$ cat src/rtl/mem_stage.sv
// Memory stage: EX/MEM pipeline register plus a single-outstanding load/store
// handshake that stalls upstream while an access is in flight.
module mem_stage #(
  parameter int unsigned TIMEOUT = 255
) (
  input  logic        CLK,
  input  logic        RST,
  input  logic        regwrite_i,
  input  logic        memtoreg_i,
  input  logic        memread_i,
  input  logic        memwrite_i,
  input  logic [15:0] memdata_i,
  input  logic [15:0] aluresult_i,
  input  logic [3:0]  regdst_i,
  output logic        mem_req_o,
  output logic        mem_we_o,
  output logic [15:0] mem_addr_o,
  output logic [15:0] mem_wdata_o,
  input  logic [15:0] mem_rdata_i,
  input  logic        mem_ack_i,
  output logic        stall_o,
  output logic        regwrite_o,
  output logic [3:0]  regdst_o,
  output logic [15:0] wbdata_o,
  output logic        err_o
);

  typedef enum logic [1:0] {
    S_IDLE = 2'd0,
    S_BUSY = 2'd1,
    S_DONE = 2'd2
  } state_t;

  state_t      r_state;
  state_t      w_state_nxt;

  logic        r_regwrite;
  logic        r_memtoreg;
  logic        r_memwrite;
  logic [15:0] r_memdata;
  logic [15:0] r_aluresult;
  logic [3:0]  r_regdst;
  logic [15:0] r_rdata;
  logic [15:0] r_cnt;
  logic        r_err;

  logic        w_capture;
  logic        w_timeout;

  assign w_capture = (r_state != S_BUSY);
  assign w_timeout = (r_cnt == 16'(TIMEOUT - 1));

  always_comb begin
    w_state_nxt = r_state;
    unique case (r_state)
      S_IDLE, S_DONE: w_state_nxt = (memread_i || memwrite_i) ? S_BUSY : S_IDLE;
      S_BUSY:         if (mem_ack_i || w_timeout) w_state_nxt = S_DONE;
      default:        w_state_nxt = S_IDLE;
    endcase
  end

  always_ff @(posedge CLK or posedge RST) begin
    if (RST) r_state <= S_IDLE;
    else     r_state <= w_state_nxt;
  end

  always_ff @(posedge CLK or posedge RST) begin
    if (RST) begin
      r_regwrite  <= 1'b0;
      r_memtoreg  <= 1'b0;
      r_memwrite  <= 1'b0;
      r_memdata   <= '0;
      r_aluresult <= '0;
      r_regdst    <= '0;
    end else if (w_capture) begin
      r_regwrite  <= regwrite_i;
      r_memtoreg  <= memtoreg_i;
      r_memwrite  <= memwrite_i;
      r_memdata   <= memdata_i;
      r_aluresult <= aluresult_i;
      r_regdst    <= regdst_i;
    end
  end

  // Counter is zeroed on every capture edge, which covers each entry to BUSY.
  always_ff @(posedge CLK or posedge RST) begin
    if (RST)                r_cnt <= '0;
    else if (w_capture)     r_cnt <= '0;
    else if (r_cnt != '1)   r_cnt <= r_cnt + 16'd1;
  end

  // Ack takes priority over timeout on the same edge.
  always_ff @(posedge CLK or posedge RST) begin
    if (RST) begin
      r_rdata <= '0;
      r_err   <= 1'b0;
    end else if (r_state == S_BUSY) begin
      if (mem_ack_i) begin
        r_rdata <= mem_rdata_i;
        r_err   <= 1'b0;
      end else if (w_timeout) begin
        r_rdata <= '1;
        r_err   <= 1'b1;
      end
    end else begin
      r_err <= 1'b0;
    end
  end

  assign mem_req_o   = (r_state == S_BUSY);
  assign stall_o     = (r_state == S_BUSY);
  assign mem_we_o    = r_memwrite;
  assign mem_addr_o  = r_aluresult;
  assign mem_wdata_o = r_memdata;
  assign regdst_o    = r_regdst;
  assign wbdata_o    = r_memtoreg ? r_rdata : r_aluresult;
  assign err_o       = (r_state == S_DONE) && r_err;
  assign regwrite_o  = r_regwrite && (r_state != S_BUSY) &&
                       !((r_state == S_DONE) && r_err);

endmodule

$ cat config.mk
export PLATFORM = sky130hd
export DESIGN_NAME = mem_stage
export DESIGN_NICKNAME = d
export VERILOG_FILES = /design/src/rtl/mem_stage.sv
export SDC_FILE = /design/constraint.sdc
export NUM_CORES = 1
export LEC_CHECK = 0
export CELL_PAD_IN_SITES_DETAIL_PLACEMENT = 0
export CELL_PAD_IN_SITES_GLOBAL_PLACEMENT = 1
export CORE_ASPECT_RATIO = 0.9
export CORE_MARGIN = 4
export CORE_UTILIZATION = 35
export CTS_BUF_LIST = sky130_fd_sc_hd__clkbuf_4
export DETAILED_ROUTE_END_ITERATION = 8
export GPL_TIMING_DRIVEN = 0
export PLACE_DENSITY = 0.89
export SETUP_SLACK_MARGIN = 0.02
export SKIP_CTS_REPAIR_TIMING = 1
export SLEW_MARGIN = 0
export SYNTH_ARGS = -nofsm -noshare
export SYNTH_HDL_FRONTEND = slang
export SYNTH_SLANG_ARGS = --single-unit
$ cat constraint.sdc
create_clock -name CLK -period 2.9 [get_ports CLK]
set_input_delay 0.29 -clock CLK [delete_from_list [all_inputs] [get_ports CLK]]
set_output_delay 0.29 -clock CLK [all_outputs]
set_load 0.03 [all_outputs]
==> flow_summary.ini <==
[status]
run_status = finished, final reports clean

[sta]
max_slew.worst_pin.slew_ns = 0.5667
final.period_utilization_pct = 91.20
period_needed_ns = 2.645
setup_repair_after_global_routing_missed_its_margin = false
finalClockSkew_ns = 0.01799
relSlewSlack_pct = 62.22
final-max-slew-violation-count = 0
finalSetupTns_ns = 0
report.final.hold_viol_count = 0
fmax_mhz = 378.1
setup_violations = 0

[setup_path]
crit_slowest_cell = dfrtp_1
critical_path.reg2reg.endpoint = r_rdata[7]$_DFFE_PP0P_
crit_type = reg -> out
critPathCapture = wbdata_o[14]
critical_path.startpoint_type = flip-flop
critical_path.max_stage_delay_ns = 0.62
cp_max_fo = 10
register_to_register_path_depth = 8
r2r_start = r_cnt[0]$_DFFE_PP0P_
worst-r2r-setup-slack_ns = 0.95
setup.worst_path.end_class = primary output
crit_path_cell_trace = clkbuf_2 > mux2_2 > clkdlybuf4s50_1
arrival_time_worst_endpoint_ns = 2.35
first_element_of_the_critical_path = r_memtoreg$_DFFE_PP0N_
worstPathRequired_ns = 2.61

[floorplan]
rows = 33
boundaryPins = 116
dieArea_um2 = 11010
die_width_um = 110.2
die-height_um = 99.94
initial_core_util_pct = 36.02
core_area_um2 = 9125

[place]
place_hpwl_um = 6363
gp_congestion = 0.7873
buffer_ports.inserted = 115

[routing]
initialDrtViolationCount = 182
drtAntennaViolNets = 0
drc = 0
route.final.wire_length_um = 8556
detail_route.vias_per_cell = 4.819
routed-via-count = 2819
first_pass_iters = 4
route.detailed.wl_per_inst_um = 14.63

[pwr]
pwr_density_cell_nw_per_um2 = 1135
power.ir.vdd_worst_v = 0.0005370
netSwitchingPower_uw = 2385
internal_power_contribution_uw = 3045
comb_power_share_pct = 55.3
power_leakage_uw = 0.002175
p_seq_share_pct = 31.3
power.clock.fraction_pct = 13.4
power.share.switching_pct = 43.92

[global_route]
grt_use_met2_pct = 26.45
globalRouteOverflowTotal = 0
grt_pass1_vias = 2912
grt.met1_usage_pct = 20.21
grt_first_pass_wirelength_um = 14030
grt_use_total_pct = 16.35
grt_antenna_before_repair = 0
maximum_number_of_pins_on_one_net_before_global_route_repair = 61
gr-usage-met3_pct = 7.653
globalRoute.busiestLayer = met2

[logic_synthesis]
synth_compound_gate_area_share_pct = 9.859
main_combinational_cell_family_by_area_after_synthesis = simple AND/OR/NAND/NOR gates
xor_xnor_fraction_of_synth_area_pct = 1.066
synth_cells = 333
ys_seq_elements = 74
post_synth_simple_gate_area_pct = 22.50
synth.cell_area_um2 = 3287
yosysSeqAreaShare_pct = 56.34
syn_area_per_cell_um2 = 9.871
synth-warning-count = 0
synth_adder_area_share_pct = 0.7613
postSynth.asyncResetShare_pct = 100.0
mux_cell_area_share_after_synthesis_pct = 5.482
synthesis.nets = 394
synth_cell_type_count = 39
synth_top_flop_cell = dfrtp_1
synth_edf_count = 0

[final_layout]
layout.nets = 520
area_growth_pct = 45.57
layout.cells.most_common = nand2_1
drive_above_1_share_pct = 10.15
mostFrequentLayoutCells = nand2_1 (124), clkdlybuf4s50_1 (113), dfrtp_1 (74), o22a_1 (16), mux2_2 (16)
layout.core_utilization_pct = 52.43
diodes = 0

[clocking]
cts.root.buffer_cell = clkbuf_4
cts_buffers = 9
tritoncts = yes
htree_num_levels = 3
clock-sinks = 74
clk-insertion-delay-late_ns = 0.42
clk_transition_reported_paths_ns = 0.13
cts-root-to-sink-buffers = 2

[run]
timing.max_cap.violations = 0

[worst_hold_path]
worst_hold_path_type = in -> async
## worst min-delay path by stage
| stage | slack [ns] | start | depth (start not counted) | endpoint |
|---|---|---|---|---|
| final | 0.12 | RST | 2 | mem_addr_o[4]$_DFFE_PP0N_ |
| after global routing | 0.08 | RST | 2 | mem_addr_o[4]$_DFFE_PP0N_ |
| after CTS | 0.11 | RST | 2 | mem_addr_o[4]$_DFFE_PP0N_ |
| after detailed placement | 0.46 | mem_wdata_o[0]$_DFFE_PP0N_ | 2 | mem_wdata_o[0]$_DFFE_PP0N_ |
| after global placement | 0.45 | mem_wdata_o[3]$_DFFE_PP0N_ | 2 | mem_wdata_o[3]$_DFFE_PP0N_ |
| after floorplan | 0.36 | mem_ack_i | 1 | r_err$_DFFE_PP0P_ |
## final cells by class
cell class / instances / area, um2
timing repair buffer: 116 / 1184
fill: 841 / 4340
buffer: 21 / 121.4
inverter: 3 / 13.76
multi-input combinational: 234 / 1304
clock buffer: 9 / 67.56
sequential: 74 / 1852
clock inverter: 6 / 90.09
tap: 122 / 152.6
## sequential cells by signal, indices dropped and copies added, names as in the netlist
register	flops
r_memtoreg	1
r_cnt	16
regdst_o	4
r_regwrite	1
mem_wdata_o	16
r_rdata	16
mem_addr_o	16
mem_we_o	1
r_state	2
r_err	1
## critical path, delay by kind of cell, from the launching register on
kind	cells	cell delay [ns]
buffers and inverters	2	0.95
flip-flops	1	0.62
multiplexers	1	0.37
## cell usage after synthesis (2+ instances only)
library cell / instances / area [um2]
a41oi_1: 2 / 17.52
a31oi_1: 3 / 18.77
nand3_1: 9 / 45.04
xnor2_1: 3 / 26.28
buf_6: 4 / 45.04
clkbuf_1: 14 / 52.55
mux2_2: 16 / 180.2
and4_1: 4 / 35.03
nor2_1: 10 / 37.54
o211a_1: 2 / 20.02
a21oi_1: 4 / 20.02
nand2_1: 124 / 465.5
o22a_1: 16 / 140.1
o21ai_0: 6 / 30.03
nor3_1: 4 / 20.02
inv_1: 3 / 11.26
nand4_1: 6 / 37.54
a41o_1: 2 / 20.02
or3_1: 4 / 25.02
ha_1: 2 / 25.02
and3_1: 2 / 12.51
dfrtp_1: 74 / 1852
buf_2: 3 / 15.01
## cell families (layout without fill, tap and decap cells)
kind of cell / count (synthesis) / in the layout
AOI/OAI and AO/OA: 42 / 42
xor gates and xnor gates: 4 / 4
adders and majority gates: 2 / 2
buffers and inverters: 25 / 155
DFF: 74 / 74
muxes: 16 / 16
and+or+nand+nor: 170 / 170
## metal layers
metal	wire length, um	up-vias
met3	770	8
met5	0	-
li1	-	1384
met1	3738	1344
met2	3992	83
met4	54	0
## metrics by stage
stage	cell area [um2]	cells	hold WS (ns)	total power, uW	setup WS (ns)
2_1_floorplan	3287	333	0.3635	3475	0.7284
3_3_place_gp	4591	570	0.4492	4709	-0.5286
3_5_place_dp	4621	571	0.4561	4761	0.2943
4_1_cts	4778	586	0.1063	5506	-0.1918
5_1_grt	4785	585	0.08370	5783	0.1348
6_report	4785	585	0.1247	5431	0.2552
## power groups by stage
stage,Combinational (uW),Sequential (uW),Clock (uW)
2_1_floorplan,1300,2170,0
3_3_place_gp,3030,1680,0
3_5_place_dp,3060,1700,0
4_1_cts,3070,1680,753
5_1_grt,3220,1760,802
6_report,3000,1700,726
Power figures use the tool's default switching activity.
